<file path="config.mk">
export PLATFORM = sky130hd
export DESIGN_NAME = y86_fetch_unit_flat
export DESIGN_NICKNAME = d
export VERILOG_FILES = /design/src/rtl/y86_fetch_unit_if.sv /design/src/rtl/y86_fetch_unit.sv /design/src/flat_wrapper.sv
export SDC_FILE = /design/constraint.sdc
export NUM_CORES = 1
export LEC_CHECK = 0
export BUFFER_PORTS_ARGS = -buffer_cell sky130_fd_sc_hd__clkbuf_2
export CAP_MARGIN = 0
export CORE_ASPECT_RATIO = 1.5
export CORE_UTILIZATION = 30
export DETAILED_ROUTE_END_ITERATION = 12
export HOLD_SLACK_MARGIN = 0.15
export PLACE_DENSITY = 0.56
export REMOVE_ABC_BUFFERS = 1
export SETUP_SLACK_MARGIN = 0.5
export SYNTH_ARGS = -nofsm -noshare
export SYNTH_HDL_FRONTEND = slang
export SYNTH_SLANG_ARGS = --single-unit
</file>
<file path="constraint.sdc">
create_clock -name clk_i -period 3.4 [get_ports clk_i]
set_input_delay 0.17 -clock clk_i [delete_from_list [all_inputs] [get_ports clk_i]]
set_output_delay 0.17 -clock clk_i [all_outputs]
set_load 0.02 [all_outputs]
</file>
<file path="src/rtl/y86_fetch_unit_if.sv">
// y86_fetch_unit_if
//   Groups the fetch unit's three handshakes into one bundle:
//   - instruction-memory byte read (imem_req_o/imem_addr_o out,
//     imem_ack_i/imem_data_i/imem_err_i back)
//   - instruction record toward decode (inst_valid_o + record fields out,
//     inst_ready_i back)
//   - next-PC return from PC select (pc_next_valid_i/pc_next_i in)
//   Modports:
//     master : the fetch unit
//     slave  : the environment (memory, decode, PC select)
interface y86_fetch_unit_if;
  logic        imem_req_o;
  logic [63:0] imem_addr_o;
  logic        imem_ack_i;
  logic [7:0]  imem_data_i;
  logic        imem_err_i;
  logic        inst_valid_o;
  logic        inst_ready_i;
  logic [3:0]  icode_o;
  logic [3:0]  ifun_o;
  logic [3:0]  ra_o;
  logic [3:0]  rb_o;
  logic [63:0] valc_o;
  logic [63:0] valp_o;
  logic [63:0] pc_o;
  logic [2:0]  stat_o;
  logic        pc_next_valid_i;
  logic [63:0] pc_next_i;

  modport master (
    output imem_req_o, imem_addr_o,
    input  imem_ack_i, imem_data_i, imem_err_i,
    output inst_valid_o,
    input  inst_ready_i,
    output icode_o, ifun_o, ra_o, rb_o, valc_o, valp_o, pc_o, stat_o,
    input  pc_next_valid_i, pc_next_i
  );

  modport slave (
    input  imem_req_o, imem_addr_o,
    output imem_ack_i, imem_data_i, imem_err_i,
    input  inst_valid_o,
    output inst_ready_i,
    input  icode_o, ifun_o, ra_o, rb_o, valc_o, valp_o, pc_o, stat_o,
    output pc_next_valid_i, pc_next_i
  );
endinterface

</file>
<file path="src/rtl/y86_fetch_unit.sv">
// y86_fetch_unit
//   Fetch stage of the y86 CPU. Reads an instruction one byte at a time from
//   instruction memory starting at the PC, decodes icode/ifun/rA/rB/valC,
//   computes valP and a status, presents the record to decode and then waits
//   for PC select to return the next PC. Any non-AOK record parks the unit in
//   HALTED until reset.
//   Ports:
//     clk_i    : clock, all state changes on the rising edge
//     rst_n_i  : synchronous reset, active high despite the name
//     bus      : y86_fetch_unit_if.master (memory, decode and next-PC handshakes)
//   Parameters:
//     RESET_PC : PC loaded by reset
//     MAX_WAIT : consecutive no-ack request cycles tolerated before ADR
module y86_fetch_unit #(
  parameter logic [63:0] RESET_PC = 64'd0,
  parameter int unsigned MAX_WAIT = 16
) (
  input  logic             clk_i,
  input  logic             rst_n_i,
  y86_fetch_unit_if.master bus
);

  localparam int unsigned       WAIT_W    = $clog2(MAX_WAIT + 1);
  localparam logic [WAIT_W-1:0] WAIT_LAST = WAIT_W'(MAX_WAIT - 1);

  localparam logic [2:0] STAT_AOK = 3'd1;
  localparam logic [2:0] STAT_HLT = 3'd2;
  localparam logic [2:0] STAT_ADR = 3'd3;
  localparam logic [2:0] STAT_INS = 3'd4;

  typedef enum logic [2:0] {
    ST_IDLE, ST_FETCH_OP, ST_FETCH_REG, ST_FETCH_CONST,
    ST_PRESENT, ST_WAIT_PC, ST_HALTED
  } state_t;

  // Instruction length in bytes for a legal icode.
  function automatic logic [3:0] inst_len(input logic [3:0] icode);
    logic [3:0] len;
    case (icode)
      4'h0, 4'h1, 4'h9:       len = 4'd1;
      4'h2, 4'h6, 4'hA, 4'hB: len = 4'd2;
      4'h7, 4'h8:             len = 4'd9;
      4'h3, 4'h4, 4'h5:       len = 4'd10;
      default:                len = 4'd1;
    endcase
    return len;
  endfunction

  // Function code out of range for its icode.
  function automatic logic ifun_bad(input logic [3:0] icode, input logic [3:0] ifun);
    logic bad;
    case (icode)
      4'h2, 4'h7: bad = (ifun > 4'h6);
      4'h6:       bad = (ifun > 4'h3);
      default:    bad = (ifun != 4'h0);
    endcase
    return bad;
  endfunction

  state_t            state_r, state_s;
  logic [63:0]       pc_r, pc_s, addr_r, addr_s, valc_r, valc_s, valp_r, valp_s;
  logic              req_r, req_s, valid_r, valid_s;
  logic [3:0]        icode_r, icode_s, ifun_r, ifun_s, ra_r, ra_s, rb_r, rb_s;
  logic [2:0]        stat_r, stat_s, kbyte_r, kbyte_s, fin_stat_s;
  logic [WAIT_W-1:0] wait_r, wait_s;
  logic              byte_done_s, finish_s, start_s;
  logic [63:0]       start_pc_s;

  // Next-state and next-output computation for every registered signal.
  always_comb begin
    state_s    = state_r;
    pc_s       = pc_r;
    addr_s     = addr_r;
    req_s      = req_r;
    valid_s    = valid_r;
    icode_s    = icode_r;
    ifun_s     = ifun_r;
    ra_s       = ra_r;
    rb_s       = rb_r;
    valc_s     = valc_r;
    valp_s     = valp_r;
    stat_s     = stat_r;
    kbyte_s    = kbyte_r;
    wait_s     = wait_r;
    finish_s   = 1'b0;
    fin_stat_s = STAT_AOK;
    start_s    = 1'b0;
    start_pc_s = pc_r;
    // acks are only meaningful while a request is outstanding
    byte_done_s = req_r & bus.imem_ack_i;

    case (state_r)
      ST_IDLE: begin
        start_s = 1'b1;
      end
      ST_FETCH_OP, ST_FETCH_REG, ST_FETCH_CONST: begin
        if (byte_done_s) begin
          addr_s = addr_r + 64'd1;
          wait_s = '0;
          if (bus.imem_err_i) begin
            finish_s   = 1'b1;
            fin_stat_s = STAT_ADR;
          end else if (state_r == ST_FETCH_OP) begin
            icode_s = bus.imem_data_i[7:4];
            ifun_s  = bus.imem_data_i[3:0];
            if ((icode_s > 4'hB) || ifun_bad(icode_s, ifun_s)) begin
              finish_s   = 1'b1;
              fin_stat_s = STAT_INS;
            end else begin
              case (icode_s)
                4'h0, 4'h1, 4'h9: finish_s = 1'b1;
                4'h7, 4'h8: begin
                  state_s = ST_FETCH_CONST;
                  kbyte_s = 3'd0;
                end
                default: state_s = ST_FETCH_REG;
              endcase
            end
          end else if (state_r == ST_FETCH_REG) begin
            ra_s = bus.imem_data_i[7:4];
            rb_s = bus.imem_data_i[3:0];
            // irmovq/rmmovq/mrmovq carry a constant after the register byte
            if ((icode_r >= 4'h3) && (icode_r <= 4'h5)) begin
              state_s = ST_FETCH_CONST;
              kbyte_s = 3'd0;
            end else begin
              finish_s = 1'b1;
            end
          end else begin
            valc_s[{kbyte_r, 3'b000} +: 8] = bus.imem_data_i;
            kbyte_s = kbyte_r + 3'd1;
            if (kbyte_r == 3'd7) begin
              finish_s = 1'b1;
            end else begin
              state_s = ST_FETCH_CONST;
            end
          end
        end else if (wait_r == WAIT_LAST) begin
          finish_s   = 1'b1;
          fin_stat_s = STAT_ADR;
        end else begin
          wait_s = wait_r + WAIT_W'(1'b1);
        end
      end
      ST_PRESENT: begin
        if (bus.inst_ready_i) begin
          valid_s = 1'b0;
          state_s = (stat_r == STAT_AOK) ? ST_WAIT_PC : ST_HALTED;
        end else begin
          valid_s = 1'b1;
        end
      end
      ST_WAIT_PC: begin
        if (bus.pc_next_valid_i) begin
          start_s    = 1'b1;
          start_pc_s = bus.pc_next_i;
        end else begin
          start_s = 1'b0;
        end
      end
      ST_HALTED: begin
        state_s = ST_HALTED;
      end
      default: begin
        state_s = ST_IDLE;
        req_s   = 1'b0;
        valid_s = 1'b0;
      end
    endcase

    // A new fetch clears the previous record so untouched fields read 0/F.
    if (start_s) begin
      state_s = ST_FETCH_OP;
      pc_s    = start_pc_s;
      addr_s  = start_pc_s;
      req_s   = 1'b1;
      valid_s = 1'b0;
      icode_s = 4'h0;
      ifun_s  = 4'h0;
      ra_s    = 4'hF;
      rb_s    = 4'hF;
      valc_s  = 64'd0;
      valp_s  = 64'd0;
      stat_s  = STAT_AOK;
      kbyte_s = 3'd0;
      wait_s  = '0;
    end else if (finish_s) begin
      state_s = ST_PRESENT;
      req_s   = 1'b0;
      valid_s = 1'b1;
      valp_s  = pc_r + {60'd0, inst_len(icode_s)};
      if ((fin_stat_s == STAT_AOK) && (icode_s == 4'h0)) begin
        stat_s = STAT_HLT;
      end else begin
        stat_s = fin_stat_s;
      end
    end else begin
      stat_s = stat_s;
    end
  end

  // State and output registers with synchronous active-high reset.
  always_ff @(posedge clk_i) begin
    if (rst_n_i) begin
      state_r <= ST_IDLE;
      pc_r    <= RESET_PC;
      addr_r  <= RESET_PC;
      req_r   <= 1'b0;
      valid_r <= 1'b0;
      icode_r <= 4'h0;
      ifun_r  <= 4'h0;
      ra_r    <= 4'hF;
      rb_r    <= 4'hF;
      valc_r  <= 64'd0;
      valp_r  <= 64'd0;
      stat_r  <= STAT_AOK;
      kbyte_r <= 3'd0;
      wait_r  <= '0;
    end else begin
      state_r <= state_s;
      pc_r    <= pc_s;
      addr_r  <= addr_s;
      req_r   <= req_s;
      valid_r <= valid_s;
      icode_r <= icode_s;
      ifun_r  <= ifun_s;
      ra_r    <= ra_s;
      rb_r    <= rb_s;
      valc_r  <= valc_s;
      valp_r  <= valp_s;
      stat_r  <= stat_s;
      kbyte_r <= kbyte_s;
      wait_r  <= wait_s;
    end
  end

  assign bus.imem_req_o   = req_r;
  assign bus.imem_addr_o  = addr_r;
  assign bus.inst_valid_o = valid_r;
  assign bus.icode_o      = icode_r;
  assign bus.ifun_o       = ifun_r;
  assign bus.ra_o         = ra_r;
  assign bus.rb_o         = rb_r;
  assign bus.valc_o       = valc_r;
  assign bus.valp_o       = valp_r;
  assign bus.pc_o         = pc_r;
  assign bus.stat_o       = stat_r;

endmodule

</file>
<file path="src/flat_wrapper.sv">
// flat-port wrapper written by rule: the top's interface ports become plain ports
module y86_fetch_unit_flat 
#(
  parameter logic [63:0] RESET_PC = 64'd0,
  parameter int unsigned MAX_WAIT = 16
)
  (clk_i, rst_n_i, bus_imem_req_o, bus_imem_addr_o, bus_imem_ack_i, bus_imem_data_i, bus_imem_err_i, bus_inst_valid_o, bus_inst_ready_i, bus_icode_o, bus_ifun_o, bus_ra_o, bus_rb_o, bus_valc_o, bus_valp_o, bus_pc_o, bus_stat_o, bus_pc_next_valid_i, bus_pc_next_i);
  y86_fetch_unit_if bus_i ();
  input  logic clk_i;
  input  logic rst_n_i;
  output wire logic [$bits(bus_i.imem_req_o)-1:0] bus_imem_req_o;
  output wire logic [$bits(bus_i.imem_addr_o)-1:0] bus_imem_addr_o;
  input wire logic [$bits(bus_i.imem_ack_i)-1:0] bus_imem_ack_i;
  input wire logic [$bits(bus_i.imem_data_i)-1:0] bus_imem_data_i;
  input wire logic [$bits(bus_i.imem_err_i)-1:0] bus_imem_err_i;
  output wire logic [$bits(bus_i.inst_valid_o)-1:0] bus_inst_valid_o;
  input wire logic [$bits(bus_i.inst_ready_i)-1:0] bus_inst_ready_i;
  output wire logic [$bits(bus_i.icode_o)-1:0] bus_icode_o;
  output wire logic [$bits(bus_i.ifun_o)-1:0] bus_ifun_o;
  output wire logic [$bits(bus_i.ra_o)-1:0] bus_ra_o;
  output wire logic [$bits(bus_i.rb_o)-1:0] bus_rb_o;
  output wire logic [$bits(bus_i.valc_o)-1:0] bus_valc_o;
  output wire logic [$bits(bus_i.valp_o)-1:0] bus_valp_o;
  output wire logic [$bits(bus_i.pc_o)-1:0] bus_pc_o;
  output wire logic [$bits(bus_i.stat_o)-1:0] bus_stat_o;
  input wire logic [$bits(bus_i.pc_next_valid_i)-1:0] bus_pc_next_valid_i;
  input wire logic [$bits(bus_i.pc_next_i)-1:0] bus_pc_next_i;
  assign bus_imem_req_o = bus_i.imem_req_o;
  assign bus_imem_addr_o = bus_i.imem_addr_o;
  assign bus_i.imem_ack_i = bus_imem_ack_i;
  assign bus_i.imem_data_i = bus_imem_data_i;
  assign bus_i.imem_err_i = bus_imem_err_i;
  assign bus_inst_valid_o = bus_i.inst_valid_o;
  assign bus_i.inst_ready_i = bus_inst_ready_i;
  assign bus_icode_o = bus_i.icode_o;
  assign bus_ifun_o = bus_i.ifun_o;
  assign bus_ra_o = bus_i.ra_o;
  assign bus_rb_o = bus_i.rb_o;
  assign bus_valc_o = bus_i.valc_o;
  assign bus_valp_o = bus_i.valp_o;
  assign bus_pc_o = bus_i.pc_o;
  assign bus_stat_o = bus_i.stat_o;
  assign bus_i.pc_next_valid_i = bus_pc_next_valid_i;
  assign bus_i.pc_next_i = bus_pc_next_i;
  y86_fetch_unit #(.RESET_PC(RESET_PC), .MAX_WAIT(MAX_WAIT)) u_core (.clk_i(clk_i), .rst_n_i(rst_n_i), .bus(bus_i));
endmodule
</file>
# Word-level counts from Yosys, hierarchy flattened
# Memories as Yosys holds them, arrays and structs flattened.
# Index checks and enable logic that the tools add are counted.
# Widths: inputs -> output; s select.
[word_totals]
reg_bits = 288
latch_bits = 0
ram_bits = 0
romBits = 48
input_bits = 78
out_inout_bits = 277
elab_cells = 168
memories = 1
[memory_table]
columns = ["memory", "depth", "word_bits", "rd", "rd_ports_with_merged_regs", "write_ports", "line_no", "rtl"]
rows = [
  ["(name not given)", 16, 3, 1, 0, 0, "y86_fetch_unit.sv:39", "case (icode)"],
]
[op_classes]
add_sub_neg = 5
mul = 0
n_div = 0
n_lt_le_gt_ge = 5
eq_ne = 45
n_shift = 2
n_mux = 62
bitwise = 5
reduce_logical = 27
[op_table]
columns = ["op", "n"]
rows = [
  ["$mux 64", 5],
  ["$add 64x1->64 const B", 1],
  ["$add 64x4->64", 1],
  ["$bwmux 64", 1],
  ["$shift 8x8->64 const A", 1],
  ["$shiftx 8x8->64", 1],
  ["$mux 3", 20],
  ["$mux 4", 6],
  ["$reduce_and 8->1", 3],
  ["$mux 1", 21],
  ["$ne 5x3->1 const B", 3],
  ["$eq 3x3->1 const B", 4],
  ["$ne 4x2->1 const B", 3],
  ["$ne 4x3->1 const B", 3],
  ["$pmux 3 s4", 1],
  ["$mux 5", 2],
  ["$reduce_and 5->1", 2],
  ["$eq 3x1->1 const B", 3],
  ["$ne 3x1->1 const B", 3],
  ["$ne 3x2->1 const B", 3],
  ["$reduce_or 3->1", 3],
  ["$eq 4x3->1 const B", 2],
  ["$eq 4x4->1 const B", 2],
  ["$logic_not 4->1", 2],
  ["other kinds (35)", 55],
]

# Depth between registers and ports, before layout
# Gate-level depths: netlist of run 1.
[logic_depth]
ltp_word = 16
depth_mapped = 14
ltp_nobuf = 14

# Worst setup path after synthesis of run 1
# Ideal clock, no wire load.
[synth_timing]
kind = "register -> register"
from = "register u_core.req_r, in the netlist u_core.bus.imem_req_o"
to = "register u_core.valp_r[42], in the netlist u_core.bus.valp_o[42]"
setup_ps = 86
arrival_ps = 3282
required_time_ps = 3314
setup_slack_ps = 32
stages_incl_launch_ff = 15
n_path_buf = 2
period_less_slack_ps = 3368
cell_sequence = "dfxtp_1 > and3b_1 > buf_2 > and3_1 > clkbuf_1 > a31o_2 > inv_1 > ha_1 > fa_1 > a31oi_1 > nor3_4 > nand4_1 > nor4_1 > xnor2_1 > a211oi_1"
[synth_between]
elab_chain_len = 7
word_cells_on_any_way = 9
classes_between = "1 x add/sub; 6 x mux; 1 x bitwise; 1 x memory"
[synth_lines]
columns = ["element", "line_no", "rtl"]
rows = [
  ["from (decl)", "y86_fetch_unit.sv:62", "logic req_r, req_s, valid_r, valid_s;"],
  ["from (signal assigned)", "y86_fetch_unit.sv:223", "req_r <= req_s;"],
  ["$and 1x1->1 *", "y86_fetch_unit.sv:90", "byte_done_s = req_r & bus.imem_ack_i;"],
  ["$mux 4", "y86_fetch_unit.sv:97", "if (byte_done_s) begin"],
  ["$mux 4", "y86_fetch_unit.sv:92", "case (state_r)"],
  ["$mem_v2 16x3", "n/a", ""],
  ["$mux 4", "y86_fetch_unit.sv:187", "end else if (finish_s) begin"],
  ["$mux 4", "y86_fetch_unit.sv:172", "if (start_s) begin"],
  ["$add 64x4->64", "y86_fetch_unit.sv:191", "valp_s = pc_r + {60'd0, inst_len(icode_s)};"],
  ["to (signal assigned)", "y86_fetch_unit.sv:230", "valp_r <= valp_s;"],
  ["to (decl)", "y86_fetch_unit.sv:61", "logic [63:0] pc_r, pc_s, addr_r, addr_s, valc_r, valc_s, valp_r, valp_s;"],
]
# Mark *: on every way between the ends. The rest lies on a longest branch, timed or not. The select of a mux whose other input is x is not followed.
# A chain may end at the register's enable or synchronous reset.

# Worst setup path in the final report of run 1
[layout_timing]
from = "register u_core.req_r, in the netlist u_core.bus.imem_req_o"
to = "register u_core.valp_r[49], in the netlist u_core.bus.valp_o[49]"
# Same word-level chain as after synthesis.

==> results.json, run 1 <==
{
  "status": "finished, final reports clean",
  "netlist_instances": 1677,
  "fillers": 4572,
  "slowest_delay_ns": 0.33,
  "clkTransAtPathRegs_ns": 0.06,
  "die_w_um": 177,
  "drc_errors": 0,
  "cts-htree-levels": 1,
  "synth_top_cell_area_share_pct": 42.0,
  "drive_above_1_share_pct": 26.1,
  "yosys_warnings": 0,
  "port_buffers": 354,
  "path_max_fanout": 7,
  "drtIter0Drc": 829,
  "arrival_ns": 3.34,
  "synth_area_mm2": 0.0137,
  "leakagePower_nw": 7.41,
  "synth_seq_area_share_pct": 42.0,
  "skew_ns": 0.0202,
  "areaGrowthSynthToFinish_pct": 37.0,
  "core_area_mm2": 0.0449,
  "wl_per_cell_um": 19.9,
  "ir_worst_vdd_mv": 0.344,
  "slew_violations": 0,
  "grt_pass1_wl_um": 81700,
  "synth-seq-cells": 288,
  "critical_path_class": "flop to flop",
  "drt-total-wl_um": 54100,
  "path_delay_family": "simple AND/OR/NAND/NOR gates",
  "place_hpwl_um": 40100,
  "ys_async_sr_fraction_pct": 0,
  "num_rows": 95,
  "grt_pass1_vias": 14100,
  "holdCritPathClass": "input pin to flop",
  "max_slew.worst_pin.slew_ns": 1.26,
  "wl_met1_um": 20800,
  "antenna_found_initial": 0,
  "synth_common_cells": "dfxtp_1 (288), nand2_1 (226), a21oi_1 (169)",
  "synth_edf_count": 0,
  "diodes": 0,
  "cts_tree": "done",
  "path_cells": "and3b_2 > and3_4 > nor2_1 > a31o_2 > buf_4 > ha_4 > a211oi_4 > nor4_4 > buf_6 > nand4b_4 > nor3_2 > xnor2_1 > a21oi_1",
  "wl_met3_um": 3560,
  "die-area_mm2": 0.0467,
  "fmax_mhz": 348,
  "start_kind": "flop",
  "power_mw": 7.80,
  "highest_layer": "met4",
  "yosysMostFrequentCell": "dfxtp_1",
  "cellPowerDensity_mw_per_mm2": 415,
  "cts_inserted_buffers": 31,
  "fp.dieH_um": 264,
  "critPathSlowestCell": "dfxtp_2",
  "finalHoldViolCount": 0,
  "fin_crit_sh_pct": 84.5,
  "start_util_pct": 30.6,
  "grt-ovfl-total": 0,
  "synth_ff_type": "dfxtp_1",
  "dr.pass1.iters": 8,
  "cts_root_buffer": "clkbuf_16",
  "ant_nets": 0,
  "dr_total_vias": 14200,
  "grt_max_degree": 63,
  "insertion_delay_ns": 0.58,
  "worst_ep_required_time_ns": 3.86,
  "cp_num_buf_inv": 2,
  "cts_num_sinks": 288,
  "synth_area_leaders": "dfxtp_1 (42%), nand2_1 (6.2%), a21oi_1 (6.2%), nor2_1 (4.3%), xnor2_1 (4.3%)",
  "slew_headroom_pct": 15.8,
  "cp-end-kind": "flop",
  "synth_top_cell_by_area": "dfxtp_1",
  "viasPerCell": 5.22,
  "drv_cap": 0,
  "grt_usage_pct": 22.5,
  "clk_path_buf_depth": 3,
  "wl_met2_um": 27100,
  "fin_crit_ns": 2.87,
  "nets": 2209,
  "place_ws_ns": 0.195,
  "ys_types": 76,
  "syn_avg_cell_area_um2": 8.19,
  "gp_congestion": 0.913,
  "ios": 355,
  "fin_ws_ns": 0.525,
  "setup_viol": 0,
  "rsz0062_at_grt": "yes"
}
## worst register-to-register path, delay by kind of cell, from the launching register on
| family | cells | cell delay, ns |
|---|---|---|
| AND/OR/NAND/NOR | 6 | 1.29 |
| AO/OA/AOI/OAI | 3 | 0.39 |
| flip-flops | 1 | 0.33 |
| buffers and inverters | 2 | 0.33 |
| adder cells (fa/ha/maj) | 1 | 0.28 |
| XOR/XNOR | 1 | 0.14 |
## cell type report
| cell class | instances | area [µm²] | share of cell area [%] |
|---|---|---|---|
| clock inverter | 17 | 174 | 0.924 |
| clock buffer | 41 | 883 | 4.69 |
| sequential | 288 | 5770 | 30.7 |
| tap | 582 | 728 | 3.87 |
| inverter | 28 | 105 | 0.559 |
| timing repair buffer | 516 | 3350 | 17.8 |
| multi-input combinational | 1252 | 7810 | 41.5 |
## path summary, 6_finish.rpt
kind                            cells after the start               endpoint             startpoint  slack [ns]
worst max register to register                     13  u_core.bus.valp_o[49]  u_core.bus.imem_req_o        0.53
worst max-delay path                               13  u_core.bus.valp_o[49]  u_core.bus.imem_req_o        0.53
worst min register to register                      2  u_core.bus.valc_o[51]  u_core.bus.valc_o[51]        0.46
worst min-delay path                                4     u_core.bus.pc_o[7]       bus_pc_next_i[7]        0.14
## kinds of logic (layout without fill, tap and decap cells)
| logic type | after synthesis | count (layout) | share of synthesized area (%) |
|---|---|---|---|
| DFF | 288 | 288 | 42.0 |
| and+or+nand+nor | 700 | 700 | 25.4 |
| buffers and inverters | 137 | 602 | 3.93 |
| adders and majority gates | 14 | 14 | 1.33 |
| AOI/OAI and AO/OA | 373 | 373 | 16.3 |
| muxes | 58 | 58 | 4.24 |
| xor gates and xnor gates | 107 | 107 | 6.82 |
## what timing repair did
item | 4_1_cts | 5_1_grt
gates resized for setup | 32 | 36
hold buffers | 94 | 0
setup buffers | 12 | 6
hold endpoints to repair | 183 | 0
endpoints found under the setup margin | 49 | 62
pin swaps | 13 | 27
## power by group
group	switching (mW)	leakage, nW	internal [mW]
Clock	1.48	0.519	2.05
Sequential	0.0863	2.33	3.44
Combinational	0.465	4.56	0.280
Total	2.04	7.41	5.77
## routing by layer
| metal | vias to the layer above | track usage [%] |
|---|---|---|
| li1 | 6818 | - |
| met1 | 6756 | 24.7 |
| met2 | 527 | 40.8 |
| met3 | 130 | 4.45 |
| met4 | 0 | 10.6 |
| met5 | - | 0 |
## placed cells by master, fill, tap and decap left out, drive strengths merged, types with 57 or more instances in the layout
cell         Yosys  final
a21oi          169    169
mux2i           57     57
dfxtp          288    288
dlygate4sd3      0     94
o21ai           68     68
nand2          228    228
xnor2           68     68
clkbuf          84    394
nand3          102    102
buf             25     69
nor2           160    160
## sequential cells by signal, summed over array words and instances (netlist names), 4 cells and up
| signal | count |
|---|---|
| u_core.bus.imem_addr_o | 64 |
| u_core.bus.pc_o | 64 |
| u_core.bus.valc_o | 64 |
| u_core.bus.valp_o | 64 |
| u_core.wait_r | 5 |
| u_core.bus.icode_o | 4 |
| u_core.bus.ifun_o | 4 |
| u_core.bus.ra_o | 4 |
| u_core.bus.rb_o | 4 |
## per-stage QoR
| stage | setup TNS (ns) | util, % | hold slack (ns) | cells | instance area (µm²) |
|---|---|---|---|---|---|
| final | 0 | 41.9 | 0.139 | 2724 | 18800 |
| after floorplan | -180.83 | - | 0.239 | 1568 | 13300 |
| after detailed placement | 0 | 36.3 | 0.425 | 2554 | 16300 |
| after CTS | 0 | 41.3 | 0.150 | 2718 | 18600 |
| after global placement | 0 | 36.3 | 0.424 | 2554 | 16300 |
| after global routing | 0 | 41.9 | 0.171 | 2724 | 18800 |
Power figures use the tool's default switching activity.
==> inputs of run 2 (changes only) <==
--- a/config.mk
+++ b/config.mk
@@ -11,7 +11,7 @@
 export CORE_UTILIZATION = 30
 export DETAILED_ROUTE_END_ITERATION = 12
 export HOLD_SLACK_MARGIN = 0.15
-export PLACE_DENSITY = 0.56
+export PLACE_DENSITY = 0.54
 export REMOVE_ABC_BUFFERS = 1
 export SETUP_SLACK_MARGIN = 0.5
 export SYNTH_ARGS = -nofsm -noshare
==> constraint.sdc (replaced) <==
create_clock -name clk_i -period 2.75 [get_ports clk_i]
set_input_delay 0.1375 -clock clk_i [delete_from_list [all_inputs] [get_ports clk_i]]
set_output_delay 0.1375 -clock clk_i [all_outputs]
set_load 0.02 [all_outputs]
==> run 2 against run 1 <==
  * The flow now finishes with violations (negative setup slack)
  * Combinational power up 37%
  * Flip-flop and latch count unchanged
  * Worst setup slack worse by 0.71 ns
  * Cell count up 1.9%
  * Largest cell class unchanged
  * Largest power group unchanged
==> results.json, run 2 (synthesis gave the netlist of run 1 again) <==
{
  "cts_root_buffer": "clkbuf_16",
  "internal_power_mw": 7.25,
  "die-area_mm2": 0.0467,
  "ios": 355,
  "grt_usage_pct": 23.2,
  "critPathSlowestCell": "dfxtp_2",
  "p_seq_share_pct": 44.1,
  "antenna_found_initial": 1,
  "rsz0062_at_grt": "yes",
  "multi_input_area_mm2": 0.00829,
  "fin_ws_ns": -0.182,
  "skew_ns": 0.0141,
  "grt_max_degree": 72,
  "critical_path_class": "flop to flop",
  "final_cell_mix": "clkbuf_2 (353), dfxtp_1 (271), nand2_1 (223)",
  "ant_nets": 0,
  "grt_pass1_vias": 14400,
  "cellPowerDensity_mw_per_mm2": 495,
  "fp.dieH_um": 264,
  "clockPowerShare_pct": 45.5,
  "num_rows": 95,
  "final_util_pct": 44.3,
  "wl_per_cell_um": 20.1,
  "drtIter0Drc": 897,
  "grt_pass1_wl_um": 84100,
  "status": "finished, violations left",
  "arrival_ns": 3.40,
  "place_ws_ns": -0.426,
  "cts_tree": "done",
  "start_util_pct": 30.6,
  "drt-total-wl_um": 55700,
  "regToRegEndpoint": "u_core.bus.valp_o[50]",
  "place_inst": 2610,
  "fin_crit_sh_pct": 107,
  "die_w_um": 177,
  "cts-htree-levels": 1,
  "path_cells": "and3b_2 > and3_4 > nor2_2 > a31o_4 > inv_2 > ha_4 > fa_2 > a31oi_4 > nor3_4 > buf_12 > buf_6 > nand4_4 > buf_6 > nor3_4 > xnor2_1 > a21oi_1",
  "dr.pass1.iters": 5,
  "viasPerCell": 5.20,
  "areaGrowthSynthToFinish_pct": 45.0,
  "core_area_mm2": 0.0449,
  "fillers": 4499,
  "drv_cap": 0,
  "final_cells": 2775,
  "grt-ovfl-total": 0,
  "reg2reg_slack_ns": -0.18,
  "fin_crit_ns": 2.93,
  "seqCellArea_mm2": 0.00580,
  "drive_above_1_share_pct": 31.9,
  "insertion_delay_ns": 0.58,
  "timing.hold.ws_ns": 0.245,
  "place_hpwl_um": 40100,
  "hold_depth": 5,
  "max_slew.worst_pin.slew_ns": 0.837,
  "hold_start": "bus_imem_data_i[7]",
  "cp-end-kind": "flop",
  "slew_violations": 0,
  "leakagePower_nw": 7.95,
  "cts_num_sinks": 288,
  "drc_errors": 0,
  "finalHoldViolCount": 0,
  "worst_ep_required_time_ns": 3.22,
  "swShare_pct": 26.4,
  "r2r-start": "u_core.bus.imem_req_o",
  "ff2ff_path_depth": 16,
  "port_buffers": 354,
  "dr_total_vias": 14400,
  "slowest_delay_ns": 0.32,
  "gp_congestion": 0.898,
  "start_kind": "flop",
  "power_mw": 9.85,
  "holdCritPathClass": "input pin to flop",
  "path_max_fanout": 6,
  "mostFrequentLayoutCell": "clkbuf_2",
  "violations": "negative setup slack",
  "hold_end": "u_core.bus.stat_o[0]",
  "slew_headroom_pct": 44.1,
  "ir_worst_vdd_mv": 0.418,
  "power.net_switching_mw": 2.60,
  "clk_path_buf_depth": 3,
  "pwr-share-comb_pct": 10.4,
  "clkTransAtPathRegs_ns": 0.07,
  "cts_inserted_buffers": 31,
  "setup_viol": 38,
  "fmax_mhz": 341,
  "nets": 2261
}
==> run 2: layout make-up <==
| class | count | area share (%) |
|---|---|---|
| Multi-Input combinational cell | 1252 | 41.6 |
| Antenna cell | 1 | 0.0126 |
| Tap cell | 582 | 3.66 |
| Clock buffer | 38 | 4.13 |
| Timing Repair Buffer | 568 | 19.7 |
| Sequential cell | 288 | 29.1 |
| Inverter | 28 | 0.528 |
| Clock inverter | 18 | 1.21 |
==> run 2: worst max-delay path, delay by kind of cell, from the launching register on <==
family | cells | cell delay (ns)
adder cells (fa/ha/maj) | 2 | 0.35
flip-flops | 1 | 0.32
buffers and inverters | 4 | 0.55
AND/OR/NAND/NOR | 6 | 1.03
AO/OA/AOI/OAI | 3 | 0.41
XOR/XNOR | 1 | 0.14
==> run 2: power by group through the flow <==
stage	combinational, mW	sequential [mW]	clock, mW
2_1_floorplan	0.318	4.51	0
3_5_place_dp	0.874	4.44	0
5_1_grt	1.10	4.36	4.72
4_1_cts	0.999	4.34	4.58
6_report	1.02	4.35	4.48
3_3_place_gp	0.869	4.43	0
==> run 2: repair_timing <==
action | in CTS | in global routing
pin swaps | 92 | 43
hold buffers | 75 | 0
cloned | 1 | 1
buffers inserted | 21 | 10
hold endpoints to repair | 207 | 0
endpoints found under the setup margin | 168 | 155
gates resized for setup | 141 | 69
==> run 2: metrics by stage <==
| step | setup TNS (ns) | cell area [µm²] |
|---|---|---|
| final | -3.15 | 19900 |
| after global routing | -9.01 | 19900 |
| after CTS | -5.59 | 19500 |
| after detailed placement | -10.27 | 16800 |
| after global placement | -8.79 | 16800 |
| after floorplan | -340.11 | 13300 |
==> run 2: worst max-delay path by stage <==
stage,cells after the start,start,endpoint
floorplan,5,u_core.state_r[2],u_core.state_r[1]
global placement,15,u_core.bus.imem_req_o,u_core.bus.valp_o[24]
detailed placement,15,u_core.bus.imem_req_o,u_core.bus.valp_o[24]
CTS,14,u_core.bus.imem_req_o,u_core.bus.valp_o[58]
global route,16,u_core.bus.imem_req_o,u_core.bus.valp_o[50]
finish,16,u_core.bus.imem_req_o,u_core.bus.valp_o[50]
==> run 2: routing by layer <==
layer | share of wire (%) | global-route usage, % | up-vias
li1 | - | - | 6917
met1 | 37 | 25.7 | 6799
met2 | 50 | 41.4 | 571
met3 | 7.8 | 5.28 | 136
met4 | 5.0 | 10.8 | 0
met5 | 0 | 0 | -
